$ cat src/rtl/sysid_pkg.sv
// Register map, CTRL field positions and INFO constants shared by the
// system-ID / uptime slave and its sub-blocks.
package sysid_pkg;

    localparam logic [2:0] ADDR_ID        = 3'd0;
    localparam logic [2:0] ADDR_TIMESTAMP = 3'd1;
    localparam logic [2:0] ADDR_SCRATCH   = 3'd2;
    localparam logic [2:0] ADDR_UPTIME_LO = 3'd3;
    localparam logic [2:0] ADDR_UPTIME_HI = 3'd4;
    localparam logic [2:0] ADDR_CTRL      = 3'd5;
    localparam logic [2:0] ADDR_DIV       = 3'd6;
    localparam logic [2:0] ADDR_INFO      = 3'd7;

    localparam int CTRL_EN_BIT  = 0;
    localparam int CTRL_CLR_BIT = 1;

    localparam logic [15:0] INFO_REG_COUNT = 16'd8;
    localparam logic [15:0] INFO_REVISION  = 16'h0002;

    // Byte-lane merge used for the SCRATCH register.
    function automatic logic [31:0] merge_bytes(input logic [31:0] old_value,
                                                input logic [31:0] new_value,
                                                input logic [3:0]  be);
        logic [31:0] merged;
        merged = old_value;
        for (int i = 0; i < 4; i++) begin
            if (be[i]) merged[8*i +: 8] = new_value[8*i +: 8];
        end
        return merged;
    endfunction

endpackage

$ cat src/rtl/sysid_prescaled_counter.sv
// 16-bit prescaler driving a free-running 64-bit uptime counter; the counter
// advances once every div_value+1 enabled clocks and wraps silently.
module sysid_prescaled_counter (
    input  logic        clock,
    input  logic        reset,
    input  logic        en,
    input  logic        clr,
    input  logic        div_load,
    input  logic [15:0] div_value,
    output logic [63:0] value,
    output logic        tick
);

    logic [15:0] prescaler;

    assign tick = en && (prescaler == div_value);

    // NOTE: sequential state uses non-blocking assignments so every flop
    // samples the pre-edge values, avoiding order-dependent races.
    always_ff @(posedge clock or posedge reset) begin
        if (reset) begin
            prescaler <= '0;
            value     <= '0;
        end else if (clr) begin
            // Clear takes priority over a coincident tick.
            prescaler <= '0;
            value     <= '0;
        end else begin
            if (tick) value <= value + 64'd1;
            // A divider reload restarts the phase but does not cancel this tick.
            if (div_load)   prescaler <= '0;
            else if (tick)  prescaler <= '0;
            else if (en)    prescaler <= prescaler + 16'd1;
        end
    end

endmodule

$ cat src/rtl/sysid_uptime_slave.sv
// Avalon-MM slave exposing system ID, build timestamp, scratch, control and a
// prescaled 64-bit uptime counter read atomically through a high-word shadow.
module sysid_uptime_slave
    import sysid_pkg::*;
#(
    parameter logic [31:0] SYSTEM_ID = 32'h0000_0000,
    parameter logic [31:0] TIMESTAMP = 32'h58C6_1A00,
    parameter int          DATA_W    = 32,
    parameter logic [15:0] DIV_RESET = 16'd49
) (
    input  logic                  clock,
    input  logic                  reset,
    input  logic [2:0]            address,
    input  logic                  read,
    input  logic                  write,
    input  logic [DATA_W-1:0]     writedata,
    input  logic [DATA_W/8-1:0]   byteenable,
    output logic [DATA_W-1:0]     readdata,
    output logic                  readdatavalid
);

    logic        wr_scratch;
    logic        wr_ctrl;
    logic        wr_div;
    logic        rd_lo;
    logic        counter_clr;
    logic        ctrl_en;
    logic [31:0] scratch;
    logic [31:0] hi_shadow;
    logic [31:0] rd_mux;
    logic [15:0] div_reg;
    logic [63:0] uptime;
    logic        tick_unused;

    assign wr_scratch  = write && (address == ADDR_SCRATCH);
    assign wr_ctrl     = write && (address == ADDR_CTRL);
    assign wr_div      = write && (address == ADDR_DIV);
    assign rd_lo       = read  && (address == ADDR_UPTIME_LO);
    assign counter_clr = wr_ctrl && writedata[CTRL_CLR_BIT];

    sysid_prescaled_counter u_counter (
        .clock     (clock),
        .reset     (reset),
        .en        (ctrl_en),
        .clr       (counter_clr),
        .div_load  (wr_div),
        .div_value (div_reg),
        .value     (uptime),
        .tick      (tick_unused)
    );

    always_ff @(posedge clock or posedge reset) begin
        if (reset) begin
            scratch   <= '0;
            ctrl_en   <= 1'b1;
            div_reg   <= DIV_RESET;
            hi_shadow <= '0;
        end else begin
            if (wr_scratch) scratch <= merge_bytes(scratch, writedata, byteenable);
            if (wr_ctrl)    ctrl_en <= writedata[CTRL_EN_BIT];
            if (wr_div)     div_reg <= writedata[15:0];
            // Same pre-increment sample as the LO word returned this cycle.
            if (rd_lo)      hi_shadow <= uptime[63:32];
        end
    end

    // Mux reads the registers as they stand before any same-cycle write.
    always_comb begin
        // NOTE: default assignment first so no path through the case leaves
        // rd_mux unassigned, which would infer a latch.
        rd_mux = '0;
        case (address)
            ADDR_ID:        rd_mux = SYSTEM_ID;
            ADDR_TIMESTAMP: rd_mux = TIMESTAMP;
            ADDR_SCRATCH:   rd_mux = scratch;
            ADDR_UPTIME_LO: rd_mux = uptime[31:0];
            ADDR_UPTIME_HI: rd_mux = hi_shadow;
            ADDR_CTRL:      rd_mux = {31'd0, ctrl_en};
            ADDR_DIV:       rd_mux = {16'd0, div_reg};
            ADDR_INFO:      rd_mux = {INFO_REG_COUNT, INFO_REVISION};
            default:        rd_mux = '0;
        endcase
    end

    always_ff @(posedge clock or posedge reset) begin
        if (reset) begin
            readdata      <= '0;
            readdatavalid <= 1'b0;
        end else begin
            readdatavalid <= read;
            if (read) readdata <= rd_mux;
        end
    end

endmodule

$ cat config.mk
export PLATFORM = sky130hd
export DESIGN_NAME = sysid_uptime_slave
export DESIGN_NICKNAME = d
export VERILOG_FILES = /design/src/rtl/sysid_pkg.sv /design/src/rtl/sysid_prescaled_counter.sv /design/src/rtl/sysid_uptime_slave.sv
export SDC_FILE = /design/constraint.sdc
export NUM_CORES = 1
export LEC_CHECK = 0
export ABC_AREA = 1
export BUFFER_PORTS_ARGS = -buffer_cell sky130_fd_sc_hd__buf_2
export CAP_MARGIN = 15
export CORE_UTILIZATION = 35
export CTS_CLUSTER_DIAMETER = 50
export DETAILED_ROUTE_END_ITERATION = 8
export GPL_ROUTABILITY_DRIVEN = 1
export PLACE_DENSITY_LB_ADDON = 0.2
export SLEW_MARGIN = 10
export SYNTH_ARGS = -nofsm -noshare
export SYNTH_HDL_FRONTEND = slang
export SYNTH_HIERARCHICAL = 1
export SYNTH_SLANG_ARGS = --single-unit
$ cat constraint.sdc
create_clock -name clock -period 3.8 [get_ports clock]
set_clock_uncertainty 0.05 [all_clocks]
set_input_delay 0 -clock clock [delete_from_list [all_inputs] [get_ports clock]]
set_output_delay 0 -clock clock [all_outputs]
set_load 0.005 [all_outputs]
==> results.yml, run 1 <==
place:
  hpwlAfterDp_um: 26300
  io_buffers: 75
  gp_congestion: 0.888
  dp_cells: 2133
routing:
  dr.pass1.iters: 5
  dr.first_iter.drc_count: 830
  wl_per_cell_um: 16.3
  postRouteAntennaNets: 0
  drc: 0
  avgViaCountPerCell: 4.99
  vias: 11100
  routed_wl_um: 36200
clock_network:
  cts.clk_slew.worst_paths_ns: 0.08
  postCtsSetupBuffers: 0
  clkLatencyLatePin_ns: 0.46
  cts_buffers: 17
  cts_sinks: 194
  cts_root_buffer: "clkbuf_16"
  clk_path_buf_depth: 2
  htreeDepth: 4
  cts_resized: 0
  cts_tree: "done"
worst_setup_path:
  crit_path_start_kind: "input pin"
  max_stage_delay_ns: 0.77
  crit_required_ns: 4.13
  cpMostUsedCell: "nand2_1"
  reg2reg_slack_ns: 1.42
  worstSetupEndpointType: "flip-flop"
  cp_cell_sequence: "dlygate4sd3_1, buf_2, nand4_1, nor2_1, buf_4, inv_2, nand2_4, inv_4, nand2_1, nand2_1"
  cp.arrival_ns: 2.95
  cp_slowest_cell: "inv_2"
  worstPathMaxFanout: 63
  critPathKind: "input pin to flip-flop"
pwr:
  switching_share_pct: 30.9
  switchingPower_mw: 1.57
  power_frac_comb_pct: 14.2
  leakage_nw: 6.89
  cellPowerDensity_nw_per_um2: 383
  clkPwrFrac_pct: 36.2
  irDropWorstVdd_mv: 0.250
  intPower_mw: 3.51
  p_seq_share_pct: 49.6
final_layout:
  stdcell_count: 2220
  area_growth_pct: 15.4
  largest_reg_flops: 64
  drive_gt1_share_pct: 10.4
  top_register: "u_counter/value"
  n_antenna_cell: 0
  nets: 1817
sta:
  finalSetupTns_ns: 0
  finalSetupViolCount: 0
  maxSlewHeadroom_pct: 29.0
  rsz0062_at_grt: "no"
  max_freq_ghz: 0.382
  final_hold_viol_count: 0
  finalMaxSlewViolations: 0
  min_period_ns: 2.62
  tightest_slew_ns: 1.06
  fin_crit_sh_pct: 68.9
synthesis:
  ys.warnings.count: 6
  synth_area_per_cell_um2: 6.87
  syn-cell-area_um2: 11500
  syn_nets: 1715
  synthCells: 1670
global_routing:
  grt-ovfl-total: 0
  antenna_found_initial: 0
  track_usage_pct: 22.3
  grt_pass1_vias: 10800
  grt_pass1_wl_um: 58100
  grt_max_degree: 69
floorplan:
  die_h_um: 183
  io_pins: 76
  die_x_um: 183
  initial_core_util_pct: 36.0
  rows: 65
  core_um2: 31900
  die_area_um2: 33500
job:
  cap_violations: 0
run_status:
  outcome: "complete, no violations"
worst_hold_path:
  min-delay-path-class: "input pin to flip-flop"
[worst max-delay path, delay by kind of cell]
kind,cells,cell delay (ns)
and+or+nand+nor,5,0.64
buffers and inverters,5,2.25
[repair_timing]
action / 4_1_cts / 5_1_grt
hold buffers: 55 / 0
setup endpoints to repair: 0 / 0
hold endpoints to repair: 160 / 0
[power by group through the flow]
stage               sequential (mW)  combinational, mW  clock [mW]
floorplan                      2.47              0.486           0
global placement               2.55              0.649           0
detailed placement             2.55              0.664           0
CTS                            2.51              0.722        1.88
global route                   2.54              0.831        1.95
finish                         2.52              0.719        1.84
[cell type report]
class | count | area (um^2)
multi-input combinational | 1252 | 5600
clock buffer | 18 | 439
tap | 435 | 544
fill | 3377 | 18600
clock inverter | 14 | 143
inverter | 166 | 634
timing repair buffer | 141 | 1030
sequential | 194 | 4860
[path summary, 6_finish.rpt]
path | from | end | depth (start not counted)
worst min-delay path | address[2] | ctrl_en$_DFFE_PP1P_ | 3
min in group asynchronous | reset | u_counter/value[4]$_DFFE_PP0P_ | 3
worst max-delay path | address[0] | u_counter/value[61]$_DFFE_PP0P_ | 10
worst min register to register | hi_shadow[31]$_DFFE_PP0P_ | hi_shadow[31]$_DFFE_PP0P_ | 2
worst max register to register | u_counter/value[0]$_DFFE_PP0P_ | u_counter/value[28]$_DFFE_PP0P_ | 8
max in group asynchronous | reset | u_counter/value[59]$_DFFE_PP0P_ | 4
[metrics by stage]
| step | instance area, um^2 | power [mW] | hold WS [ns] | utilization (%) | setup WS [ns] |
|---|---|---|---|---|---|
| 6_report | 13200 | 5.07 | 0.0645 | 41.6 | 1.18 |
| 5_1_grt | 13200 | 5.33 | 0.114 | 41.6 | 0.920 |
| 4_1_cts | 13200 | 5.12 | 0.0410 | 41.6 | 1.20 |
| 3_5_place_dp | 12100 | 3.22 | 0.120 | 38.0 | 1.11 |
| 3_3_place_gp | 12100 | 3.20 | 0.120 | 37.9 | 1.20 |
| 2_1_floorplan | 11500 | 2.95 | -0.0186 | - | 0.741 |
[cell usage in the layout, fill, tap and decap left out, types with 3 or more instances in the layout]
| cell | instances |
|---|---|
| nand2_2 | 7 |
| inv_2 | 15 |
| or2_1 | 5 |
| nand3_1 | 148 |
| inv_6 | 6 |
| a21oi_1 | 7 |
| dfrtp_1 | 190 |
| buf_2 | 75 |
| nor2_2 | 11 |
| o21bai_1 | 6 |
| o21ai_0 | 38 |
| nor2_4 | 5 |
| dfstp_2 | 4 |
| xor2_1 | 21 |
| or2_2 | 8 |
| nand2_1 | 688 |
| dlygate4sd3_1 | 55 |
| clkinvlp_4 | 5 |
| buf_4 | 10 |
| nor3_1 | 10 |
| nor2_1 | 156 |
| inv_1 | 145 |
| clkbuf_16 | 17 |
| nor3_2 | 5 |
| o21ai_1 | 30 |
| a21oi_2 | 3 |
| nand4_1 | 94 |
[routing by layer]
layer | track usage (%) | up-vias | wire (um)
li1 | - | 5507 | -
met1 | 31.3 | 5248 | 17400
met2 | 35.8 | 283 | 16500
met3 | 3.06 | 34 | 1740
met4 | 5.77 | 0 | 578
met5 | 0 | - | 0
Power figures use the tool's default switching activity.
==> run 2: changes to the inputs <==
- clock period: 3.8 -> 2.3 ns (I/O delays scaled with it)
==> run 2 against run 1 <==
Compared with the run above:
- utilization rose by 0.84 points
- design area rose by 2.0%
- critical path depth fell by 1
- via count rose by 1.8%
- combinational power rose by 71%
- final cell count rose by 1.1%
- non-clock buffer count rose by 25
- critical path type unchanged
- sequential power rose by 66%
- wire length rose by 3.3%
- critical endpoint is now scratch[29]$_DFFE_PP0P_
- sequential share of layout area fell by 0.71 points
- total power rose by 66%
==> results.yml, run 2 (synthesized netlist as in run 1, its figures left out) <==
sta:
  min_period_ns: 2.19
  finalMaxSlewViolations: 0
  rsz0062_at_grt: "no"
  fin_crit_sh_pct: 95.2
  tightest_slew_ns: 0.749
  max_freq_ghz: 0.457
  final_hold_viol_count: 0
  finalSetupViolCount: 0
  maxSlewHeadroom_pct: 50.1
  finalSetupTns_ns: 0
clock_network:
  clkLatencyLatePin_ns: 0.45
  cts.clk_slew.worst_paths_ns: 0.08
  cts_buffers: 17
  clk_path_buf_depth: 2
  htreeDepth: 4
  postCtsSetupBuffers: 0
  cts_root_buffer: "clkbuf_16"
  cts_sinks: 194
  cts_tree: "done"
routing:
  dr.pass1.iters: 5
  postRouteAntennaNets: 0
  avgViaCountPerCell: 5.02
  wl_per_cell_um: 16.7
  drc: 0
  routed_wl_um: 37400
  vias: 11300
  dr.first_iter.drc_count: 964
final_layout:
  final_util_pct: 42.4
  final_common_cell: "nand2_1"
  largest_reg_flops: 64
  fin_area_um2: 13500
  n_antenna_cell: 0
  area_growth_pct: 17.8
  final_cell_mix: "nand2_1, dfrtp_1, nor2_1, nand3_1, inv_1"
  fill_cells: 3328
  nets: 1842
  drive_gt1_share_pct: 11.6
  top_register: "u_counter/value"
floorplan:
  initial_core_util_pct: 36.0
  die_x_um: 183
  die_h_um: 183
  rows: 65
  die_area_um2: 33500
  core_um2: 31900
  io_pins: 76
worst_setup_path:
  critPathKind: "input pin to flip-flop"
  reg2reg_slack_ns: 0.22
  r2r_cells: 8
  startpoint: "write"
  rr_startpoint: "u_counter/value[1]$_DFFE_PP0P_"
  worstPathMaxFanout: 8
  crit_path_start_kind: "input pin"
  reg2reg_to: "u_counter/value[62]$_DFFE_PP0P_"
  crit_required_ns: 2.64
  worstSetupEndpointType: "flip-flop"
  cp.arrival_ns: 2.53
pwr:
  p_total_mw: 8.40
  leakage_nw: 7.06
  irDropWorstVdd_mv: 0.536
  cellPowerDensity_nw_per_um2: 622
worst_hold_path:
  holdPathStages: 4
  min-delay-path-class: "input pin to flip-flop"
  hold_path_end: "hi_shadow[7]$_DFFE_PP0P_"
  hp-start: "address[2]"
global_routing:
  antenna_found_initial: 1
  grt-ovfl-total: 0
  grt_pass1_vias: 10700
  track_usage_pct: 23.1
  grt_max_degree: 64
  grt_pass1_wl_um: 59700
place:
  post_dp_cell_area_um2: 12300
  gp_congestion: 0.881
  io_buffers: 75
  hpwlAfterDp_um: 27100
job:
  cap_violations: 0
run_status:
  outcome: "complete, no violations"
run 2: cell types whose count changed in the layout (fill, tap and decap cells not counted), sizes merged:
cell         change
clkinv           +3
clkbuf           +1
clkinvlp         -1
inv              -3
dlygate4sd3      +2
buf             +23
run 2: final cells by class:
class	count	area [um^2]	share of cell area, %
Multi-Input combinational cell	1252	5610	41.5
Sequential cell	194	4860	36.0
Timing Repair Buffer	166	1290	9.54
Inverter	166	636	4.70
Tap cell	435	544	4.03
Clock buffer	19	453	3.35
Clock inverter	13	124	0.916
run 2: worst max-delay path, cell delays in order:
cell	delay, ns
dlygate4sd3_1	0.53
buf_2	0.14
inv_1	0.07
nor2_4	0.31
buf_4	0.23
nand3_1	0.06
dlygate4sd3_1	0.56
nand2_1	0.07
dlygate4sd3_1	0.54
run 2: through the flow:
stage	std cells	hold WS (ns)	setup WS, ns
2_1_floorplan	1670	-0.0186	0.198
3_3_place_gp	2155	0.0273	0.217
3_5_place_dp	2155	0.0380	0.177
4_1_cts	2244	0.0505	0.132
5_1_grt	2245	0.0977	0.0134
6_report	2245	0.0741	0.110
run 2: what timing repair did:
item | in CTS | in global routing
resized for setup | 0 | 3
setup endpoints to repair | 0 | 3
hold buffers | 57 | 0
hold endpoints to repair | 147 | 0
run 2: worst max path at each step:
stage | to | slack [ns] | depth (start not counted)
3_5_place_dp | u_counter/value[56]$_DFFE_PP0P_ | 0.18 | 8
6_report | scratch[29]$_DFFE_PP0P_ | 0.11 | 9
3_3_place_gp | u_counter/value[56]$_DFFE_PP0P_ | 0.22 | 8
4_1_cts | scratch[24]$_DFFE_PP0P_ | 0.13 | 9
2_1_floorplan | u_counter/prescaler[0]$_DFFE_PP0P_ | 0.20 | 1
5_1_grt | scratch[29]$_DFFE_PP0P_ | 0.01 | 9
run 2: report_power, final:
part	internal [mW]	leakage, nW	switching, mW	total [mW]
Clock	1.57	0.277	1.43	3.00
Combinational	0.505	4.21	0.723	1.23
Sequential	3.76	2.57	0.417	4.18
Total	5.83	7.06	2.57	8.40
run 2: per-layer routing:
metal / vias up / track usage, % / wire length (um)
li1: 5556 / - / -
met1: 5431 / 33.0 / 18300
met2: 267 / 37.1 / 17100
met4: 0 / 4.87 / 379
met3: 22 / 3.16 / 1660
met5: - / 0 / 0
==> run 3: changes to the inputs <==
- REMOVE_ABC_BUFFERS: not set -> 1
==> run 3 against run 2 <==
Compared with the run above:
- flip-flop and latch count stayed put
- first-iteration DRC count is 19% lower
- worst hold slack worse by 0.068 ns
- count of clock-buffer cells in the layout is 1 higher
- via count is 1.4% lower
- die area stayed put
- combinational power hardly changed
- fmax is 1.1% higher
- clock power hardly changed
- utilization is 0.35 points lower
- non-clock buffer count is 7 lower
- final cell count is 0.36% lower
- critical endpoint is now scratch[27]$_DFFE_PP0P_
- largest cell class unchanged
- highest routed layer unchanged
==> results.yml, run 3 (synthesized netlist as in run 1, its figures left out) <==
final_layout:
  drive_gt1_share_pct: 11.5
  n_antenna_cell: 0
  largest_reg_flops: 64
  final_cell_mix: "nand2_1, dfrtp_1, nor2_1, nand3_1, inv_1"
  final_common_cell: "nand2_1"
  top_register: "u_counter/value"
  stdcell_count: 2237
  area_growth_pct: 16.8
  fin_area_um2: 13400
  final_util_pct: 42.0
  fill_cells: 3385
  nets: 1835
worst_setup_path:
  crit_path_start_kind: "input pin"
  r2r_cells: 8
  reg2reg_to: "u_counter/value[56]$_DFFE_PP0P_"
  reg2reg_slack_ns: 0.28
  worstSetupEndpoint: "scratch[27]$_DFFE_PP0P_"
  worstSetupEndpointType: "flip-flop"
  crit_required_ns: 2.58
  rr_startpoint: "u_counter/value[0]$_DFFE_PP0P_"
  startpoint: "address[0]"
  cp.arrival_ns: 2.45
  worstPathMaxFanout: 11
  critPathKind: "input pin to flip-flop"
pwr:
  switchingPower_mw: 2.57
  leakage_nw: 7.00
  p_total_mw: 8.38
  power_frac_comb_pct: 14.3
  clkPwrFrac_pct: 36.0
  switching_share_pct: 30.7
  cellPowerDensity_nw_per_um2: 625
  irDropWorstVdd_mv: 0.501
  p_seq_share_pct: 49.6
  intPower_mw: 5.81
clock_network:
  cts_root_buffer: "clkbuf_16"
  clk_path_buf_depth: 2
  cts_sinks: 194
  cts.clk_slew.worst_paths_ns: 0.08
  clkLatencyLatePin_ns: 0.45
  cts_resized: 0
  cts_buffers: 17
  htreeDepth: 4
  cts_tree: "done"
floorplan:
  io_pins: 76
  die_area_um2: 33500
  core_um2: 31900
  initial_core_util_pct: 36.0
  rows: 65
  die_x_um: 183
  die_h_um: 183
sta:
  rsz0062_at_grt: "no"
  maxSlewHeadroom_pct: 34.7
  finalSetupViolCount: 0
  final_hold_viol_count: 0
  fin_crit_sh_pct: 94.2
  max_freq_ghz: 0.461
  min_period_ns: 2.17
  finalMaxSlewViolations: 0
  tightest_slew_ns: 0.977
global_routing:
  track_usage_pct: 22.7
  antenna_found_initial: 0
  grt-ovfl-total: 0
  grt_pass1_wl_um: 59100
  grt_max_degree: 66
  grt_pass1_vias: 10800
run_status:
  outcome: "complete, no violations"
routing:
  dr.pass1.iters: 7
  routed_wl_um: 36500
  wl_per_cell_um: 16.3
  postRouteAntennaNets: 0
  dr.first_iter.drc_count: 782
  drc: 0
  vias: 11100
  avgViaCountPerCell: 4.97
place:
  post_dp_cell_area_um2: 12300
  hpwlAfterDp_um: 26600
  io_buffers: 75
  gp_congestion: 0.918
  dp_cells: 2158
job:
  cap_violations: 0
worst_hold_path:
  min-delay-path-class: "input pin to flip-flop"
[run 3: cell count changes in the layout (fill, tap and decap cells not counted), moves of 2 or more]
cell,change
buf_12,-2
clkinvlp_4,-2
dlygate4sd3_1,-9
buf_4,+4
[run 3: cell type report]
| type | count | area (um^2) | share of cell area, % |
|---|---|---|---|
| clock buffer | 20 | 457 | 3.41 |
| clock inverter | 11 | 121 | 0.905 |
| inverter | 166 | 634 | 4.73 |
| multi-input combinational | 1252 | 5600 | 41.8 |
| sequential | 194 | 4860 | 36.3 |
| tap | 435 | 544 | 4.06 |
| timing repair buffer | 159 | 1190 | 8.87 |
[run 3: metrics by stage]
step           hold slack (ns)  setup WS [ns]  TNS (ns)
2_1_floorplan          -0.0186         -0.759    -83.50
3_3_place_gp           -0.0458          0.308         0
3_5_place_dp           -0.0463          0.284         0
4_1_cts                0.00207          0.141         0
5_1_grt                 0.0413         0.0109         0
6_report               0.00615          0.133         0
[run 3: what timing repair did]
action / CTS / global route
hold endpoints to repair: 188 / 0
hold buffers: 48 / 0
setup buffers: 0 / 0
[run 3: metal layers]
layer | track usage [%] | routed length [um] | share of wire (%)
met4 | 7.10 | 824 | 2.3
met5 | 0 | 0 | 0
met1 | 32.5 | 17900 | 49
met3 | 3.44 | 1650 | 4.5
met2 | 35.1 | 16100 | 44
[run 3: critical path, cell delays in order]
cell and delay (ns):
dlygate4sd3_1 0.54, buf_2 0.20, inv_2 0.16, nand3_4 0.10
nor2_4 0.26, buf_4 0.23, nand2_2 0.19, nor2_2 0.16
a21oi_2 0.04, dlygate4sd3_1 0.55
[run 3: worst min path at each step]
stage / startpoint / to / slack (ns) / cells past startpoint
after floorplan: read / readdatavalid$_DFF_PP0_ / -0.02 / 0
after global placement: reset / scratch[30]$_DFFE_PP0P_ / -0.05 / 2
after detailed placement: reset / readdata[28]$_DFFE_PP0P_ / -0.05 / 2
after CTS: byteenable[1] / scratch[9]$_DFFE_PP0P_ / 0.002 / 4
after global routing: byteenable[3] / scratch[30]$_DFFE_PP0P_ / 0.04 / 3
final: byteenable[1] / scratch[9]$_DFFE_PP0P_ / 0.006 / 4
[run 3: power groups by stage]
| stage | Sequential, mW | Combinational [mW] | Clock (mW) |
|---|---|---|---|
| floorplan | 4.07 | 0.745 | 0 |
| global placement | 4.21 | 1.13 | 0 |
| detailed placement | 4.22 | 1.15 | 0 |
| CTS | 4.16 | 1.21 | 3.08 |
| global route | 4.21 | 1.39 | 3.20 |
| finish | 4.16 | 1.20 | 3.02 |
